[src/rtl/radar_pkg.sv]
// Shared types and constants for the radar target emulator.
// Latency: none, declarations only.
// Backpressure: none, declarations only.
package radar_pkg;

  typedef enum logic [1:0] {
    IDLE    = 2'b00,
    MEASURE = 2'b01,
    DELAY   = 2'b10,
    ECHO    = 2'b11
  } emu_state_t;

  // Metres of range per microsecond of round-trip time at c = 3e8 m/s.
  localparam int unsigned C_M_PER_RT_US = 150;
  // Default radar listening window in cycles.
  localparam int unsigned C_MAX_DELAY   = 2000;
  localparam int unsigned C_RANGE_W     = 32;

  typedef logic [C_RANGE_W-1:0] range_t;

endpackage

[src/rtl/range_divider.sv]
// Sequential restoring divider of a 32-bit range by the constant 150.
// Latency: done pulses 32 cycles after the start edge; quotient holds until the next start.
// Backpressure: none; a start while busy restarts the division with the new dividend.
module range_divider
  import radar_pkg::*;
(
  input  logic   CLK,
  input  logic   RST_N,
  input  logic   start,
  input  range_t dividend,
  output range_t quotient,
  output logic   done,
  output logic   busy
);

  localparam logic [8:0] DIVISOR = 9'(C_M_PER_RT_US);

  // Remainder is always below 150, so 8 bits hold it; the shifted trial needs 9.
  logic [7:0] rem;
  logic [5:0] step;
  range_t     q;
  logic [8:0] trial;
  logic       take;
  logic [7:0] diff;

  assign trial    = {rem, q[C_RANGE_W-1]};
  assign take     = (trial >= DIVISOR);
  assign diff     = trial[7:0] - DIVISOR[7:0];
  assign quotient = q;

  // One quotient bit per cycle: shift the dividend MSB into the remainder and subtract when it fits.
  always_ff @(posedge CLK or negedge RST_N) begin
    if (!RST_N) begin
      q    <= '0;
      rem  <= '0;
      step <= '0;
      busy <= 1'b0;
      done <= 1'b0;
    end else begin
      done <= 1'b0;
      if (start) begin
        q    <= dividend;
        rem  <= '0;
        step <= 6'd32;
        busy <= 1'b1;
      end else if (busy) begin
        q    <= {q[C_RANGE_W-2:0], take};
        rem  <= take ? diff : trial[7:0];
        step <= step - 6'd1;
        if (step == 6'd1) begin
          busy <= 1'b0;
          done <= 1'b1;
        end
      end
    end
  end

endmodule

[src/rtl/radar_target_emulator.sv]
// Far-end target model: measures a radar trigger pulse and returns an echo after the range round-trip delay.
// Latency: echo rises max(range/150,1) cycles after the edge that first samples the trigger low.
// Backpressure: none; triggers arriving while an echo is pending or being sent are ignored.
module radar_target_emulator
  import radar_pkg::*;
#(
  parameter int unsigned MIN_PULSE  = 40,
  parameter int unsigned MAX_DELAY  = C_MAX_DELAY,
  parameter int unsigned ECHO_WIDTH = 4,
  parameter int unsigned UM_PER_M   = 1000000
) (
  input  logic        CLK,
  input  logic        RST_N,
  input  logic        radar_pulse_trigger,
  input  logic        target_present,
  input  logic        load,
  input  logic [31:0] init_range,
  input  logic [31:0] closing_speed,
  output logic        radar_echo,
  output logic [31:0] current_range,
  output logic [15:0] echo_count,
  output logic [15:0] reject_count,
  output logic [1:0]  emu_state
);

  localparam logic [15:0] MIN_W     = 16'(MIN_PULSE);
  localparam range_t      MAX_D     = 32'(MAX_DELAY);
  localparam logic [15:0] ECHO_LAST = 16'(ECHO_WIDTH - 1);
  localparam logic [31:0] UM        = 32'(UM_PER_M);

  emu_state_t  state;
  range_t      range_q;
  logic [31:0] acc;
  logic [31:0] acc_sum;
  logic        trig_prev;
  logic [15:0] width_cnt;
  logic [15:0] dly_cnt;
  logic [15:0] ecnt;
  logic        div_start;
  logic        div_done;
  logic        div_busy;
  logic        div_ready;
  range_t      div_q;

  // Both addends stay below UM_PER_M, so the sum cannot overflow 32 bits.
  assign acc_sum       = acc + closing_speed;
  assign current_range = range_q;
  assign emu_state     = state;

  // A pulse starts only on a fresh 0->1 sample seen while idle; the divider takes the range at that edge.
  assign div_start = (state == IDLE) && radar_pulse_trigger && !trig_prev;

  range_divider u_div (
    .CLK      (CLK),
    .RST_N    (RST_N),
    .start    (div_start),
    .dividend (range_q),
    .quotient (div_q),
    .done     (div_done),
    .busy     (div_busy)
  );

  // Integrate closing speed in micrometres per microsecond; load overrides and restarts the fraction.
  always_ff @(posedge CLK or negedge RST_N) begin
    if (!RST_N) begin
      range_q <= '0;
      acc     <= '0;
    end else if (load) begin
      range_q <= init_range;
      acc     <= '0;
    end else if (acc_sum >= UM) begin
      acc <= acc_sum - UM;
      if (range_q != '0) range_q <= range_q - 32'd1;
    end else begin
      acc <= acc_sum;
    end
  end

  // Pulse measurement, echo delay and echo generation with registered outputs and counters.
  always_ff @(posedge CLK or negedge RST_N) begin
    if (!RST_N) begin
      state        <= IDLE;
      trig_prev    <= 1'b0;
      width_cnt    <= '0;
      dly_cnt      <= '0;
      ecnt         <= '0;
      div_ready    <= 1'b0;
      radar_echo   <= 1'b0;
      echo_count   <= '0;
      reject_count <= '0;
    end else begin
      trig_prev <= radar_pulse_trigger;
      if (div_start)     div_ready <= 1'b0;
      else if (div_done) div_ready <= 1'b1;

      case (state)
        IDLE: begin
          if (div_start) begin
            width_cnt <= '0;
            state     <= MEASURE;
          end
        end
        MEASURE: begin
          if (radar_pulse_trigger) begin
            if (width_cnt != 16'hFFFF) width_cnt <= width_cnt + 16'd1;
          end else if ((width_cnt < MIN_W) || (div_q > MAX_D)) begin
            reject_count <= reject_count + 16'd1;
            state        <= IDLE;
          end else begin
            // A zero-range target still needs one cycle of delay before the echo.
            dly_cnt <= (div_q == '0) ? 16'd1 : div_q[15:0];
            state   <= DELAY;
          end
        end
        DELAY: begin
          if (dly_cnt == 16'd1) begin
            if (target_present) begin
              radar_echo <= 1'b1;
              echo_count <= echo_count + 16'd1;
              ecnt       <= ECHO_LAST;
              state      <= ECHO;
            end else begin
              state <= IDLE;
            end
          end else begin
            dly_cnt <= dly_cnt - 16'd1;
          end
        end
        ECHO: begin
          if (ecnt == '0) begin
            radar_echo <= 1'b0;
            state      <= IDLE;
          end else begin
            ecnt <= ecnt - 16'd1;
          end
        end
        default: state <= IDLE;
      endcase
    end
  end

  // The quotient must be settled before a full-width pulse ends, since that edge consumes it.
  assert property (@(posedge CLK) disable iff (!RST_N)
    (state == MEASURE && !radar_pulse_trigger && width_cnt >= MIN_W) |-> (div_ready && !div_busy));

endmodule

[config.mk]
export PLATFORM = sky130hd
export DESIGN_NAME = radar_target_emulator
export DESIGN_NICKNAME = d
export VERILOG_FILES = /design/src/rtl/radar_pkg.sv /design/src/rtl/range_divider.sv /design/src/rtl/radar_target_emulator.sv
export SDC_FILE = /design/constraint.sdc
export NUM_CORES = 1
export LEC_CHECK = 0
export ABC_AREA = 1
export CAP_MARGIN = 20
export CORE_MARGIN = 2
export CORE_UTILIZATION = 60
export CTS_CLUSTER_SIZE = 10
export DETAILED_ROUTE_END_ITERATION = 8
export DONT_BUFFER_PORTS = 1
export GPL_ROUTABILITY_DRIVEN = 0
export GPL_TIMING_DRIVEN = 0
export PLACE_DENSITY = 0.8
export REMOVE_ABC_BUFFERS = 1
export SYNTH_ARGS = -nofsm -noshare
export SYNTH_HDL_FRONTEND = slang
export SYNTH_SLANG_ARGS = --single-unit
[constraint.sdc]
create_clock -name CLK -period 3.75 [get_ports CLK]
set_clock_uncertainty 0.2 [all_clocks]
set_input_delay 1.125 -clock CLK [delete_from_list [all_inputs] [get_ports CLK]]
set_output_delay 1.125 -clock CLK [all_outputs]
set_load 0.02 [all_outputs]
==> results.yml, run 1 <==
worst_setup_path:
  slowest_delay_ps: 380
  worstRegToRegCells: 19
  worstSetupPathType: "in2reg"
  cp_top_family: "simple AND/OR/NAND/NOR gates"
  crit_required_ps: 3870
  worst-path-buf-inv: 1
  end_kind: "flip-flop"
  r2r_start: "acc[0]"
  crit_chain: "ha_1, nand2_2, nor2_1, nand3_1, nand3_2, nand2_1, nand2_1, nand2_1, nand2_1, nand2_1, nor2_4, nand2_1, nor2_2, nand2_4, nand3_4, buf_12, nand2_4, nand2_1, nand2_1"
  crit_top_cell: "nand2_1"
  cp_max_fo: 6
  r2r_slack_ps: 290
  worstPathArrival_ps: 3820
  crit_path_start_kind: "input port"
  crit_slowest_cell: "ha_1"
  r2r_end: "current_range[15]"
placed_design:
  port_buffers: 0
  place_ws_ps: -1060
  hpwl_mm: 26.7
  dp_cells: 2281
  placed_cell_area_mm2: 0.0139
die:
  row_count: 55
  core_mm2: 0.0225
  die-area_mm2: 0.0240
  fp.dieH_um: 155
  boundaryPins: 136
  die-width_um: 155
  start_util: 0.609
logic_synthesis:
  synth_area_leaders: "dfrtp_1, nand2_1, inv_1"
  post-synth-top-count-cell: "nand2_1"
  synth_edf_count: 0
  yosys.area.top_type: "dfrtp_1"
  synth_ff_type: "dfrtp_1"
  synth_area_per_cell_um2: 6.76
  netlist_area_mm2: 0.0137
  ys_seq_elements: 195
  yosysWarnings: 0
  syn_inst: 2027
  synth_cell_types: 57
  netlist.area_leader.share: 0.356
  async_flop_share: 1.00
  synth_seq_area_share: 0.356
  netlist_top_cells_count: "nand2_1, inv_1, nor2_1, dfrtp_1, nand3_1"
route:
  dr.first_iter.drc_count: 1323
  dr.pass1.iters: 8
  wirelength_mm: 38.4
  antenna_left: 0
  via_per_inst: 5.83
  wl_per_cell_um: 16.4
  vias: 13700
  drc_errors: 0
timing:
  timing.fmax_mhz: 270
  hold_viol: 0
  setup_viol_count_final: 0
  fin_ws_ps: 52.6
  tightest_slew_ps: 1030
  worst_hold_slack_ps: 170
  final_max_slew_viol_count: 0
  period_share: 0.986
  tns_ps: 0
  final.min_clock_period_ps: 3700
  slew_headroom: 0.307
final_layout:
  syn_to_final_growth_pct: 10.8
  nets: 2156
  final_util: 0.674
  drive_gt1_frac: 0.0914
  design_area_mm2: 0.0152
  final_cells: 2341
  insertedDiodeCount: 0
pwr:
  max-vdd-ir-drop_mv: 0.446
  leakage_nw: 7.75
  powerDensity_mw_per_mm2: 650
  finalPower_mw: 9.87
clock_network:
  cts_buffers: 17
  root_buffer: "clkbuf_16"
  holdBufCountCts: 0
  cts_tree: "done"
  clock_latency_ps: 440
  htree_levels: 4
  cts_sinks: 195
  clk_pin_slew_worst_paths_ps: 90
  clockBufferDepth: 2
grt:
  grt_max_degree: 196
  grt.met3_usage: 0.0574
  grt_pass1_wl_mm: 60.8
  track_usage: 0.311
  gr-usage-met2: 0.530
  busiest_layer: "met2"
  gr-total-overflow: 0
  grt_pass1_vias: 12900
  grt_util_met1: 0.389
  grt_antenna_before_repair: 0
hold_path:
  hp-class: "in2async"
job:
  max-cap-violations: 0
outcome:
  status: "finished clean"
==> cell type report <==
type / instances / area [um^2]
sequential: 195 / 4880
inverter: 307 / 1160
tap: 285 / 357
multi-input combinational: 1495 / 7860
timing repair buffer: 27 / 279
clock buffer: 17 / 425
fill: 1923 / 7330
clock inverter: 15 / 216
==> registers in the layout (all words and copies together) (netlist names) <==
| signal | count |
|---|---|
| acc | 32 |
| current_range | 32 |
| dly_cnt | 16 |
| echo_count | 16 |
| ecnt | 16 |
| emu_state | 2 |
| radar_echo | 1 |
| reject_count | 16 |
| trig_prev | 1 |
| u_div.busy | 1 |
| u_div.quotient | 32 |
| u_div.rem | 8 |
| u_div.step | 6 |
| width_cnt | 16 |
==> placed cells by master, fill, tap and decap left out, types with 4 or more instances in the layout <==
cell	count
o21ai_0	72
xnor2_2	4
nand2_2	35
mux2i_1	9
ha_2	11
ha_1	31
xnor2_1	19
buf_4	17
a31oi_1	6
clkinv_1	5
nand3b_1	5
a21oi_2	4
nand3_2	11
a21oi_1	65
buf_6	7
o21ai_1	18
o22ai_1	8
nor2_4	8
and2_1	5
xor2_1	40
nand4_1	33
dfrtp_1	195
nor3_1	38
nor2_1	215
nand2_1	603
inv_1	290
nand3_1	140
nor4_1	17
or2_2	4
clkbuf_16	18
o221ai_1	31
nor2_2	15
nand2_8	6
inv_2	11
==> timing repair <==
item	CTS	global route
buffers inserted	7	13
resized for setup	19	60
pin swaps	6	19
setup endpoints to repair	58	62
gates cloned	3	4
==> layer usage <==
layer | vias up | part of all wire
li1 | 6564 | -
met1 | 6335 | 0.41
met2 | 627 | 0.48
met3 | 133 | 0.076
met4 | 0 | 0.041
met5 | - | 0
==> cell families (layout without fill, tap and decap cells) <==
logic type / Yosys count / count (layout) / share of synthesized area
DFF: 195 / 195 / 0.356
xor gates and xnor gates: 64 / 64 / 0.0409
AOI/OAI and AO/OA: 228 / 228 / 0.0993
and+or+nand+nor: 1143 / 1149 / 0.358
muxes: 10 / 10 / 0.00740
buffers and inverters: 343 / 366 / 0.0978
adders and majority gates: 44 / 44 / 0.0407
==> where the power goes <==
group / switching (mW) / internal [mW] / leakage [nW]
logic: 3.36 / 1.65 / 5.00
clock network: 0.929 / 1.09 / 0.312
registers: 0.353 / 2.49 / 2.44
total: 4.64 / 5.23 / 7.75
==> worst register-to-register path: cells and delay by family, from the launching register on <==
kind | cells | cell delay (ps)
and+or+nand+nor | 16 | 1900
adders and majority gates | 2 | 620
DFF | 1 | 420
buffers and inverters | 1 | 170
==> worst max path at each step <==
stage | startpoint | slack (ps) | cells past startpoint | to
5_1_grt | closing_speed[3] | -30 | 19 | current_range[24]
6_report | closing_speed[9] | 50 | 19 | current_range[15]
4_1_cts | closing_speed[0] | 30 | 17 | current_range[25]
2_1_floorplan | closing_speed[0] | -300 | 16 | acc[9]
3_3_place_gp | radar_pulse_trigger | -1020 | 11 | width_cnt[15]
3_5_place_dp | closing_speed[0] | -1060 | 16 | current_range[1]
No activity file was read; power rests on OpenSTA's default activity.
==> run 2: changes to the inputs <==
--- a/config.mk
+++ b/config.mk
@@ -5,7 +5,6 @@
 export SDC_FILE = /design/constraint.sdc
 export NUM_CORES = 1
 export LEC_CHECK = 0
-export ABC_AREA = 1
 export CAP_MARGIN = 20
 export CORE_MARGIN = 2
 export CORE_UTILIZATION = 60
==> run 2 against run 1 <==
The run now ends with setup timing left. Combinational power increased by 2%. Power up 2.2%. Final cell count is 30% lower. Critical endpoint is now current_range[23].
==> results.yml, run 2 <==
route:
  vias: 10900
  antenna_left: 0
  wl_per_cell_um: 21.2
  highest_layer: "met4"
  wl_met1_mm: 12.7
  dr.first_iter.drc_count: 1048
  drc_errors: 0
  dr_wl_met3_mm: 2.90
  wl_met2_mm: 16.8
  dr.pass1.iters: 6
  wirelength_mm: 34.5
  via_per_inst: 6.71
final_layout:
  final_util: 0.722
  syn_to_final_growth_pct: 18.1
  mostFrequentLayoutCells: "dfrtp_1, nand2_1, nor2_1"
  drive_gt1_frac: 0.170
  final_common_cell: "dfrtp_1"
  fillers: 1324
  insertedDiodeCount: 0
  nets: 1464
worst_setup_path:
  crit_slowest_cell: "a221o_2"
  r2r_end: "current_range[23]"
  worstSetupPathType: "in2reg"
  crit_path_start_kind: "input port"
  cp_top_family: "compound AO/OA/AOI/OAI gates"
  r2r_start: "acc[4]"
  end_kind: "flip-flop"
  crit_required_ps: 3890
  worst-path-buf-inv: 3
  crit_chain: "ha_4, fa_2, a21o_4, a221o_2, buf_6, a21boi_4, mux2i_4, o31ai_4, and3_1, a211o_1, a211oi_4, buf_6, buf_8, a21oi_4, a31o_2, a31oi_1"
  crit_top_cell: "buf_6"
  r2r_slack_ps: -680
  slowest_delay_ps: 460
  worstPathArrival_ps: 4810
  worstRegToRegCells: 17
  cp_max_fo: 7
logic_synthesis:
  post-synth-top-count-cell: "dfrtp_1"
  synth_cell_types: 81
  yosysWarnings: 0
  synth_ff_type: "dfrtp_1"
  async_flop_share: 1.00
  netlist.area_leader.share: 0.410
  synth_edf_count: 0
  syn_inst: 1326
  ys_seq_elements: 195
  synth_area_per_cell_um2: 8.98
  synth_area_leaders: "dfrtp_1, xnor2_1, ha_1"
  yosys.area.top_type: "dfrtp_1"
  netlist_top_cells_count: "dfrtp_1, nand2_1, nor2_1, o21ai_0, a21oi_1"
  netlist_area_mm2: 0.0119
  synth_seq_area_share: 0.410
pwr:
  leakage_nw: 6.02
  powerDensity_mw_per_mm2: 717
  max-vdd-ir-drop_mv: 0.545
  finalPower_mw: 10.1
die:
  row_count: 51
  fp.dieH_um: 145
  boundaryPins: 136
  die-area_mm2: 0.0210
  core_mm2: 0.0195
  die-width_um: 145
  start_util: 0.612
grt:
  grt_pass1_vias: 10100
  gr-total-overflow: 0
  grt_antenna_before_repair: 0
  grt_max_degree: 196
  grt_pass1_wl_mm: 48.7
  track_usage: 0.292
clock_network:
  cts_tree: "done"
  clock_latency_ps: 450
  cts_sinks: 195
  clk_pin_slew_worst_paths_ps: 80
  clockBufferDepth: 2
  htree_levels: 4
  cts_buffers: 17
  root_buffer: "clkbuf_16"
timing:
  rsz0062_at_grt: "yes"
  tns_ps: -42080
  setup_viol_count_final: 58
  timing.fmax_mhz: 214
  period_share: 1.24
  worst_hold_slack_ps: 159
  hold_viol: 0
  fin_ws_ps: -913
  tightest_slew_ps: 1110
  final_max_slew_viol_count: 0
  final.min_clock_period_ps: 4660
  slew_headroom: 0.259
outcome:
  status: "complete, but fails checks"
  violations: "setup timing"
hold_path:
  hp-class: "in2async"
placed_design:
  port_buffers: 0
  hpwl_mm: 19.7
job:
  max-cap-violations: 0
==> run 2: layout make-up <==
cell class                      instances  area, um^2  area share
Clock buffer                           17         425      0.0303
Tap cell                              265         332      0.0236
Inverter                               19        71.3     0.00507
Timing Repair Buffer                   72         709      0.0505
Multi-Input combinational cell       1046        7460       0.530
Sequential cell                       195        4880       0.347
Clock inverter                         15         185      0.0132
==> run 2: metrics by stage <==
| stage | setup WS [ps] | std cells | instance area [um^2] |
|---|---|---|---|
| finish | -913 | 1629 | 14100 |
| global route | -974 | 1629 | 14100 |
| CTS | -685 | 1613 | 13500 |
| detailed placement | -2240 | 1536 | 12100 |
| global placement | -8240 | 1524 | 11900 |
| floorplan | -4960 | 1259 | 11600 |
==> run 2: how the worst max path moves through the flow <==
stage / start / slack, ps / end / cells past startpoint
after floorplan: radar_pulse_trigger / -4960 / u_div.quotient[0] / 2
after global placement: radar_pulse_trigger / -8240 / u_div.quotient[4] / 2
after detailed placement: closing_speed[0] / -2240 / current_range[19] / 16
after CTS: closing_speed[0] / -680 / current_range[19] / 16
after global routing: closing_speed[10] / -970 / current_range[30] / 13
final: closing_speed[0] / -910 / current_range[23] / 16
==> run 2: logic make-up (layout without fill, tap and decap cells) <==
kind of cell             count (synthesis)  count (layout)  synth area share
XOR/XNOR                               124             124            0.0918
adder cells (fa/ha/maj)                 44              44            0.0469
buffers and inverters                   86             123            0.0308
AO/OA/AOI/OAI                          325             325             0.175
multiplexers                            45              45            0.0381
AND/OR/NAND/NOR                        507             508             0.208
flip-flops                             195             195             0.410
==> run 2: what timing repair did <==
action,CTS,global route
resized for setup,98,93
cloned,2,1
hold buffers,0,0
setup endpoints to repair,64,60
pin swaps,52,50
setup buffers,44,17
==> run 2: power by group <==
part           switching (mW)  internal [mW]  total (mW)
Clock                   0.968          0.909        1.88
Sequential              0.541           2.55        3.09
Combinational            2.91           2.21        5.12
Total                    4.41           5.67        10.1
==> run 2: layer usage <==
metal,vias up,track usage
met2,678,0.495
met3,220,0.0655
met5,-,0
met1,5189,0.349
met4,0,0.151
li1,4844,-
==> run 3: changes to the inputs <==
==> constraint.sdc (replaced) <==
create_clock -name CLK -period 4.8 [get_ports CLK]
set_clock_uncertainty 0.2 [all_clocks]
set_input_delay 1.44 -clock CLK [delete_from_list [all_inputs] [get_ports CLK]]
set_output_delay 1.44 -clock CLK [all_outputs]
set_load 0.02 [all_outputs]
==> run 3 against run 2 <==
The flow still finishes with violations (setup timing). Setup slack improved by 890 ps. Wire length decreased by 13%. Global-route usage decreased by 1.6 points. Cell area decreased by 4.0%. Via count decreased by 5.8%. Core utilization decreased by 2.9 points. Hold slack improved by 150 ps. Clock power decreased by 22%. Critical path depth unchanged. Sequential cell count unchanged. Critical path type unchanged. Largest cell class unchanged. Highest routed layer unchanged.
==> results.yml, run 3 (synthesis gave the netlist of run 2 again) <==
pwr:
  leakage_nw: 5.84
  p_seq_frac: 0.329
  combPwrFrac: 0.470
  pwr-share-clk: 0.200
  powerDensity_mw_per_mm2: 540
  intPower_mw: 4.20
  p_sw_mw: 3.09
  finalPower_mw: 7.29
  switching_share: 0.424
  max-vdd-ir-drop_mv: 0.415
placed_design:
  place_ws_ps: -1500
  hpwl_mm: 19.7
  port_buffers: 0
  dp_cells: 1536
  placed_cell_area_mm2: 0.0121
timing:
  tightest_slew_ps: 1090
  rsz0062_at_grt: "yes"
  period_share: 1.00
  worst_hold_slack_ps: 313
  slew_headroom: 0.273
  tns_ps: -39.4
  final.min_clock_period_ps: 4820
  timing.fmax_mhz: 207
  fin_ws_ps: -23.1
  setup_viol_count_final: 3
  hold_viol: 0
  final_max_slew_viol_count: 0
worst_setup_path:
  cp_max_fo: 7
  r2r_end: "acc[10]"
  worst-path-buf-inv: 3
  cp_top_family: "compound AO/OA/AOI/OAI gates"
  slowest_delay_ps: 420
  worstSetupPathType: "in2reg"
  crit_required_ps: 4940
  worstRegToRegCells: 16
  r2r_start: "acc[0]"
  worstSetupPathDepth: 16
  crit_chain: "ha_4, fa_2, a21o_4, a221o_2, a31oi_4, buf_6, o211ai_1, o211ai_1, nand3b_1, a211oi_4, and4b_4, buf_12, buf_6, a21oi_1, xnor2_1, nor2_1"
  crit_slowest_cell: "a221o_2"
  r2r_slack_ps: 550
  crit_path_start_kind: "input port"
  end_kind: "flip-flop"
  worstPathArrival_ps: 4960
die:
  die-width_um: 145
  die-area_mm2: 0.0210
  core_mm2: 0.0195
  start_util: 0.612
  fp.dieH_um: 145
  row_count: 51
  boundaryPins: 136
final_layout:
  insertedDiodeCount: 0
  design_area_mm2: 0.0135
  final_cells: 1608
  syn_to_final_growth_pct: 13.3
  drive_gt1_frac: 0.121
  final_util: 0.693
  nets: 1443
  final_common_cell: "dfrtp_1"
  mostFrequentLayoutCells: "dfrtp_1, nand2_1, nor2_1"
grt:
  grt_pass1_vias: 9580
  gr-total-overflow: 0
  grt_max_degree: 196
  track_usage: 0.277
  grt_antenna_before_repair: 0
  grt_pass1_wl_mm: 46.4
clock_network:
  cts_sinks: 195
  cts_buffers: 17
  holdBufCountCts: 0
  clockBufferDepth: 2
  clock_latency_ps: 450
  htree_levels: 4
  cts_tree: "done"
  root_buffer: "clkbuf_16"
  clk_pin_slew_worst_paths_ps: 80
route:
  antenna_left: 0
  via_per_inst: 6.41
  wirelength_mm: 30.1
  drc_errors: 0
  vias: 10300
  dr.pass1.iters: 9
  wl_per_cell_um: 18.7
  dr.first_iter.drc_count: 943
outcome:
  violations: "setup timing"
  status: "complete, but fails checks"
hold_path:
  holdPathEnd: "dly_cnt[8]"
  whs_path_depth: 2
  hp-class: "reg2reg"
  min_from: "dly_cnt[8]"
job:
  max-cap-violations: 0
## run 3: routing by layer
metal,global-route usage,part of all wire,up-vias
met4,0.106,0.036,0
met1,0.341,0.40,4965
li1,-,-,4805
met5,0,0,-
met3,0.0648,0.072,98
met2,0.472,0.49,432
## run 3: timing repair
action	4_1_cts	5_1_grt
resized for setup	36	53
setup endpoints to repair	58	58
pin swaps	20	28
buffers inserted	19	16
cloned	1	4
## run 3: worst max-delay path by stage
| stage | start | endpoint |
|---|---|---|
| finish | closing_speed[0] | acc[10] |
| global route | closing_speed[0] | current_range[23] |
| CTS | closing_speed[1] | current_range[8] |
| detailed placement | closing_speed[0] | current_range[19] |
| global placement | radar_pulse_trigger | u_div.quotient[4] |
| floorplan | radar_pulse_trigger | u_div.quotient[0] |
## run 3: power groups by stage
stage	Sequential (mW)	Combinational [mW]	Clock, mW
finish	2.40	3.43	1.46
CTS	2.39	3.02	1.47
global route	2.45	3.70	1.54
floorplan	2.34	2.17	0
global placement	2.45	2.60	0
detailed placement	2.42	2.72	0
## run 3: cell type report
cell class                      count  area, um^2
Sequential cell                   195        4880
Fill cell                        1427        5970
Inverter                           19        71.3
Multi-Input combinational cell   1046        7050
Clock buffer                       17         425
Timing Repair Buffer               51         551
Clock inverter                     15         185
Tap cell                          265         332
## run 3: worst min-delay path: stages (launching register included)
cell     delay, ps
dfrtp_1        340
o21ai_0         70
o21ai_0         60
